<file path="src/rtl/ddr_readout_seq.sv">
// ---------------------------------------------------------------------------
// ddr_readout_seq
//
// Read-side sequencer of the DDR capture/readout path. It requests DDR read
// bursts, drains the byte FIFO that each burst lands in, and reassembles the
// bytes (most significant byte first) into 32-bit capture words. It unpacks
// every word into three 10-bit ADC samples, each tagged with the word's
// overrange and trigger flags, and presents them on a valid/ready stream.
//
// Ports
//   clk_100mhz_in         DDR user clock, also the byte-FIFO read clock
//   reset_n_i             asynchronous active-low reset
//   start_i               start pulse, sampled only while idle
//   start_addr_i          byte address of first burst (low byte forced to 0)
//   num_words_i           number of capture words to emit (0 = none)
//   busy_o                transfer in progress
//   done_o                one-cycle completion pulse
//   ddr_read_req_o        one-cycle burst read request
//   ddr_read_address_o    burst byte address, stable from request to drain
//   ddr_read_done_i       burst has landed in the byte FIFO (level)
//   ddr_read_fifoen_o     byte FIFO read enable
//   ddr_read_fifoempty_i  byte FIFO empty
//   ddr_read_data_i       byte FIFO data, valid the cycle after a read
//   sample_o              unpacked 10-bit ADC sample
//   sample_or_o           ADC overrange flag (word bit 31)
//   sample_trig_o         trigger status flag (word bit 30)
//   sample_valid_o        sample valid
//   sample_ready_i        sink ready
// ---------------------------------------------------------------------------
module ddr_readout_seq #(
   parameter int BURST_BYTES = 256
) (
   input  logic        clk_100mhz_in,
   input  logic        reset_n_i,
   input  logic        start_i,
   input  logic [31:0] start_addr_i,
   input  logic [31:0] num_words_i,
   output logic        busy_o,
   output logic        done_o,
   output logic        ddr_read_req_o,
   output logic [31:0] ddr_read_address_o,
   input  logic        ddr_read_done_i,
   output logic        ddr_read_fifoen_o,
   input  logic        ddr_read_fifoempty_i,
   input  logic [7:0]  ddr_read_data_i,
   output logic [9:0]  sample_o,
   output logic        sample_or_o,
   output logic        sample_trig_o,
   output logic        sample_valid_o,
   input  logic        sample_ready_i
);

   localparam int                CNT_W     = $clog2(BURST_BYTES);
   localparam logic [CNT_W-1:0]  LAST_BYTE = CNT_W'(BURST_BYTES - 1);
   localparam logic [31:0]       ADDR_STEP = 32'(BURST_BYTES);

   typedef enum logic [2:0] {
      IDLE,
      REQ,
      WAIT_DONE,
      DRAIN,
      FLUSH
   } state_t;

   state_t            state;
   state_t            state_nxt;

   logic [31:0]       addr_q;
   logic [31:0]       words_left;
   logic [31:0]       words_left_nxt;
   logic [CNT_W-1:0]  byte_cnt;
   logic              reads_all;
   logic              rd_pend;
   logic [2:0]        asm_cnt;
   logic [31:0]       asm_word;
   logic [31:0]       new_word;
   logic [31:0]       hold_word;
   logic              hold_valid;
   logic [1:0]        samp_idx;
   logic              done_q;
   logic              done_nxt;

   logic              handshake;
   logic              last_hs;
   logic              hold_free;
   logic              discard;
   logic              word_done;
   logic              word_full;
   logic              asm_load;
   logic              asm_drop;
   logic              asm_clear;
   logic              can_accept;
   logic              fifo_rd;
   logic              burst_end;
   logic [3:0]        outstanding;

   // Assembler and hold-register handshake terms. A word completes in the
   // same cycle its fourth byte arrives so it can go straight into the hold
   // register; if the hold register is still busy the word parks in the
   // assembler (asm_cnt == 4) and reads stop until it moves on.
   always_comb begin
      handshake      = hold_valid && sample_ready_i;
      last_hs        = handshake && (samp_idx == 2'd2);
      hold_free      = !hold_valid || last_hs;
      discard        = (words_left == 32'd0);
      word_done      = rd_pend && (asm_cnt == 3'd3);
      word_full      = (asm_cnt == 3'd4);
      new_word       = word_full ? asm_word : {asm_word[23:0], ddr_read_data_i};
      asm_load       = (word_done || word_full) && !discard && hold_free;
      asm_drop       = word_done && discard;
      asm_clear      = asm_load || asm_drop;
      outstanding    = {1'b0, asm_cnt} + {3'b000, rd_pend};
      can_accept     = (outstanding < 4'd4) || asm_clear;
      fifo_rd        = (state == DRAIN) && !reads_all && !ddr_read_fifoempty_i && can_accept;
      words_left_nxt = words_left - {31'd0, asm_load};
      burst_end      = reads_all && (asm_clear || ((asm_cnt == 3'd0) && !rd_pend));
   end

   // State register.
   always_ff @(posedge clk_100mhz_in or negedge reset_n_i) begin
      if (!reset_n_i) begin
         state <= IDLE;
      end else begin
         state <= state_nxt;
      end
   end

   // Next-state logic. The burst is only finished once its last word has
   // been loaded or dropped, so the words_left decision sees its final value.
   always_comb begin
      state_nxt = state;
      done_nxt  = 1'b0;
      case (state)
         IDLE: begin
            if (start_i) begin
               if (num_words_i == 32'd0) begin
                  done_nxt = 1'b1;
               end else begin
                  state_nxt = REQ;
               end
            end
         end
         REQ: begin
            state_nxt = WAIT_DONE;
         end
         WAIT_DONE: begin
            if (ddr_read_done_i) begin
               state_nxt = DRAIN;
            end
         end
         DRAIN: begin
            if (burst_end) begin
               state_nxt = (words_left_nxt != 32'd0) ? REQ : FLUSH;
            end
         end
         FLUSH: begin
            if (hold_free) begin
               done_nxt  = 1'b1;
               state_nxt = IDLE;
            end
         end
         default: begin
            state_nxt = IDLE;
         end
      endcase
   end

   // Transfer bookkeeping: burst address, remaining word count and the
   // per-burst byte counter. All 256 bytes of a burst are always read, even
   // after the requested word count has been reached.
   always_ff @(posedge clk_100mhz_in or negedge reset_n_i) begin
      if (!reset_n_i) begin
         addr_q     <= 32'd0;
         words_left <= 32'd0;
         byte_cnt   <= '0;
         reads_all  <= 1'b0;
         done_q     <= 1'b0;
         rd_pend    <= 1'b0;
      end else begin
         done_q  <= done_nxt;
         rd_pend <= fifo_rd;

         if ((state == IDLE) && start_i && (num_words_i != 32'd0)) begin
            addr_q     <= start_addr_i & ~(ADDR_STEP - 32'd1);
            words_left <= num_words_i;
         end else begin
            words_left <= words_left_nxt;
            if ((state == DRAIN) && burst_end && (words_left_nxt != 32'd0)) begin
               addr_q <= addr_q + ADDR_STEP;
            end
         end

         if ((state == WAIT_DONE) && ddr_read_done_i) begin
            byte_cnt  <= '0;
            reads_all <= 1'b0;
         end else if (fifo_rd) begin
            byte_cnt <= byte_cnt + 1'b1;
            if (byte_cnt == LAST_BYTE) begin
               reads_all <= 1'b1;
            end
         end
      end
   end

   // Byte assembler: shifts bytes in MSB first.
   always_ff @(posedge clk_100mhz_in or negedge reset_n_i) begin
      if (!reset_n_i) begin
         asm_cnt  <= 3'd0;
         asm_word <= 32'd0;
      end else begin
         if (asm_clear) begin
            asm_cnt <= 3'd0;
         end else if (rd_pend) begin
            asm_word <= {asm_word[23:0], ddr_read_data_i};
            asm_cnt  <= asm_cnt + 3'd1;
         end
      end
   end

   // Hold register and unpacker. A new word may replace the current one in
   // the same cycle its third sample is taken, which keeps the stream at
   // three samples every four cycles with a full FIFO.
   always_ff @(posedge clk_100mhz_in or negedge reset_n_i) begin
      if (!reset_n_i) begin
         hold_word  <= 32'd0;
         hold_valid <= 1'b0;
         samp_idx   <= 2'd0;
      end else begin
         if (asm_load) begin
            hold_word  <= new_word;
            hold_valid <= 1'b1;
            samp_idx   <= 2'd0;
         end else if (handshake) begin
            if (samp_idx == 2'd2) begin
               hold_valid <= 1'b0;
               samp_idx   <= 2'd0;
            end else begin
               samp_idx <= samp_idx + 2'd1;
            end
         end
      end
   end

   // Sample select: low field first, then middle, then high.
   always_comb begin
      sample_o = hold_word[9:0];
      case (samp_idx)
         2'd1:    sample_o = hold_word[19:10];
         2'd2:    sample_o = hold_word[29:20];
         default: sample_o = hold_word[9:0];
      endcase
   end

   assign sample_or_o        = hold_word[31];
   assign sample_trig_o      = hold_word[30];
   assign sample_valid_o     = hold_valid;
   assign busy_o             = (state != IDLE);
   assign done_o             = done_q;
   assign ddr_read_req_o     = (state == REQ);
   assign ddr_read_address_o = addr_q;
   assign ddr_read_fifoen_o  = fifo_rd;

endmodule

</file>
<file path="config.mk">
export PLATFORM = sky130hd
export DESIGN_NAME = ddr_readout_seq
export DESIGN_NICKNAME = d
export VERILOG_FILES = /design/src/rtl/ddr_readout_seq.sv
export SDC_FILE = /design/constraint.sdc
export NUM_CORES = 1
export LEC_CHECK = 0
export ABC_AREA = 1
export CAP_MARGIN = 20
export CORE_UTILIZATION = 55
export DETAILED_ROUTE_END_ITERATION = 7
export PLACE_DENSITY = 0.84
export SLEW_MARGIN = 20
export SYNTH_ARGS = -nofsm -noshare
export SYNTH_HDL_FRONTEND = slang
export SYNTH_SLANG_ARGS = --single-unit
</file>
<file path="constraint.sdc">
create_clock -name clk_100mhz_in -period 4 [get_ports clk_100mhz_in]
set_input_delay 1.2 -clock clk_100mhz_in [delete_from_list [all_inputs] [get_ports clk_100mhz_in]]
set_output_delay 1.2 -clock clk_100mhz_in [all_outputs]
set_load 0.02 [all_outputs]
</file>
==> run_results.csv <==
group,metric,value,unit
status,outcome,"finished, violations left",
status,violations,"setup timing",
sta,hold_violations,0,
setup_path,slowest_stage,"clkdlybuf4s50_1",
route,firstDrtPassIters,5,
die,dieArea,15350,µm²
grt,grt_usage,30.08,%
setup_path,reg2reg_to,"ddr_read_address_o[15]",
clocking,cts-root-buf,"clkbuf_16",
logic_synthesis,avgSynthCellArea,7.162,µm²
grt,grt_max_degree,82,
logic_synthesis,synth_cell_types,37,
place,post-dp-hpwl,14.86,mm
clocking,numClockSinks,140,
layout,regArea,3503,µm²
logic_synthesis,yosysTopAreaCellShare,42.87,%
setup_path,reg2reg_slack,490,ps
route,vias,8294,
layout,diodes,0,
setup_path,cp-endpoint,"ddr_read_address_o[15]",
setup_path,cp_max_fo,7,
pwr,p_per_area,710.8,nW/µm²
sta,worst_hold_slack,489.4,ps
pwr,finalPower,0.007627,W
sta,min_period,4116,ps
place,dpl-instance-area,9833,µm²
layout,n_fill_cell,1077,
sta,slew_headroom,48.72,%
setup_path,reg2reg_depth,23,
route,routedWlPerCell,15.32,µm
setup_path,critPathKind,"in -> reg",
sta,min_period_over_period,102.9,%
die,dieHeight,123.9,µm
setup_path,required,4360,ps
pwr,p_leak,5.098,nW
setup_path,cp_common_cell,"nand2_1",
die,die_w,123.9,µm
grt,grt_pass1_vias,7615,
layout,final_cell_mix,"nand2_1, dfrtp_1, inv_1",
logic_synthesis,netlist_area,8172,µm²
setup_path,crit_start,"sample_ready_i",
layout,fin_area,10730,µm²
layout,nets,1397,
run,maxCapViolCount,0,
setup_path,worstSetupStartpointType,"input port",
sta,finalClockSkew,10.02,ps
sta,setup_violations,24,
sta,tightest_slew,769.2,ps
die,rows,44,
sta,worst_slack,-116.2,ps
setup_path,rr_startpoint,"words_left[8]",
clocking,clk_path_buf_depth,2,
die,io_pins,127,
clocking,h-tree-depth,4,
min_path,hp-class,"reg -> reg",
layout,syn2layout_area_growth,31.31,%
setup_path,endpoint_kind,"flop",
logic_synthesis,synth.area.top_cells,"dfrtp_1, nand2_1, o21ai_0",
setup_path,worst_path_largest_cell_delay,510,ps
sta,finalMaxSlewViolations,0,
logic_synthesis,yosys_warnings,0,
route,drtAntennaViolNets,0,
clocking,numCtsBuffers,17,
place,portBuffers,110,
layout,multi_input_area,4120,µm²
setup_path,crit_arrival,4480,ps
clocking,path_clk_slew,60,ps
grt,antenna_found_initial,0,
clocking,clk_latency,430,ps
logic_synthesis,syn_inst,1141,
die,coreArea,14530,µm²
logic_synthesis,synth.largest_area_cell,"dfrtp_1",
logic_synthesis,ys_seq_elements,140,
layout,final_common_cell,"nand2_1",
sta,fmax,242.9,MHz
clocking,cts_tree,"built",
route,vias_per_cell,5.507,
route,drc,0,
route,wl,23.07,mm
die,initial_core_util,56.22,%
sta,finalSetupTns,-764.2,ps
setup_path,path_cells,"clkdlybuf4s50_1, nand2_2, o21ai_4, nand2_1, inv_2, o21ai_4, inv_2, ha_4, buf_4, nand2_4, nor2_4, buf_6, nand2_1, o21ai_2, nand2_1, nor2_1, nand2_1, nor2_4, nand3_4, nand2_8, clkbuf_16, nand3_1, nand2_1",
route,drtIter0Drc,788,
layout,final_layout_size_suffix_gt1_share,12.48,%
place,gp_congestion,0.9386,
pwr,ir_worst_vdd,0.4278,mV
logic_synthesis,ys_seq_area_share,42.87,%
grt,grt_first_pass_wirelength,35.70,mm
grt,globalRouteOverflowTotal,0,
-- cell type report --
cell class,count,area share [%]
clock inverters,12,1.283
repair buffers,190,16.44
flip-flops and latches,140,32.65
multi-input cells,822,38.40
well taps,184,2.146
inverters,138,4.827
clock buffers,20,4.256
-- cell usage after synthesis --
master	count
o21ai_0	101
nand2_4	2
inv_1	133
inv_2	5
nor2_4	4
nor4_2	1
nand3_2	1
o211ai_1	22
and3_1	1
a31oi_1	16
nand3_1	65
o21ai_1	35
o31ai_1	3
xor2_1	19
o21bai_1	1
a211oi_1	1
dfrtp_1	140
o22ai_1	12
buf_4	10
nor4_1	6
buf_6	2
ha_1	10
nor2_2	9
buf_2	4
a32o_1	1
nand2_1	342
nor3_1	18
a21oi_1	2
buf_1	7
nand3b_1	5
xnor2_1	7
nand4_1	15
conb_1	1
nor2_1	107
o21ai_4	1
nand2_2	5
clkbuf_1	27
-- routing by layer --
layer / GRT usage (%) / up-vias / wire length (µm) / part of all wire (%)
met5: 0 / - / 0 / 0
met4: 11.68 / 0 / 673 / 2.9
met3: 6.181 / 64 / 1514 / 6.6
met2: 48.89 / 337 / 11190 / 48
met1: 39.45 / 3884 / 9697 / 42
li1: - / 4009 / - / -
-- cells by family (layout without fill, tap and decap cells) --
logic type,after synthesis,in the layout,synth area share [%]
buffers and inverters,188,360,9.340
AOI/OAI and AO/OA,195,195,13.40
and+or+nand+nor,581,583,30.03
adders and majority gates,10,10,1.531
xor gates and xnor gates,26,26,2.787
other,1,8,0.04589
DFF,140,140,42.87
-- worst min path at each step --
stage                              end  slack (ps)  depth (start not counted)         start
after detailed placement  asm_word[25]         470                          2  asm_word[25]
final                     asm_word[25]         490                          2  asm_word[25]
after CTS                 asm_word[25]         490                          2  asm_word[25]
after floorplan           asm_word[24]         450                          2  asm_word[24]
after global routing      asm_word[25]         500                          2  asm_word[25]
after global placement    asm_word[31]         470                          2  asm_word[31]
-- worst max-delay path, delay by kind of cell --
family | cells | cell delay [ps]
and+or+nand+nor | 13 | 1540
AOI/OAI and AO/OA | 3 | 450
buffers and inverters | 6 | 1130
adders and majority gates | 1 | 150
-- report_power, final --
part,total [W],internal [W],switching [W]
combinational,0.00345,0.00138,0.00207
sequential,0.00258,0.00205,0.000526
clock,0.00160,0.000956,0.000642
total,0.00763,0.00439,0.00324
-- registers in the layout, summed over array words and instances (netlist names) --
| name | count |
|---|---|
| samp_idx | 2 |
| byte_cnt | 8 |
| state | 3 |
| asm_cnt | 3 |
| done_o | 1 |
| ddr_read_address_o | 24 |
| sample_valid_o | 1 |
| hold_word | 32 |
| rd_pend | 1 |
| reads_all | 1 |
| asm_word | 32 |
| words_left | 32 |
-- per-stage QoR --
stage | worst slack [ps] | utilization (%) | std cells
after global routing | -243.3 | 73.83 | 1506
after CTS | 22.14 | 71.91 | 1494
after floorplan | 47.02 | - | 1148
final | -116.2 | 73.83 | 1506
after global placement | -392.8 | 67.66 | 1461
after detailed placement | -474.2 | 67.66 | 1461
-- what timing repair did --
item / CTS / global route
cloned: 0 / 4
pin swaps: 2 / 18
endpoints found under the setup margin: 25 / 27
gates resized for setup: 8 / 38
hold buffers: 0 / 0
endpoints found under the hold margin: 0 / 0
setup buffers: 1 / 8
Power figures use the tool's default switching activity.
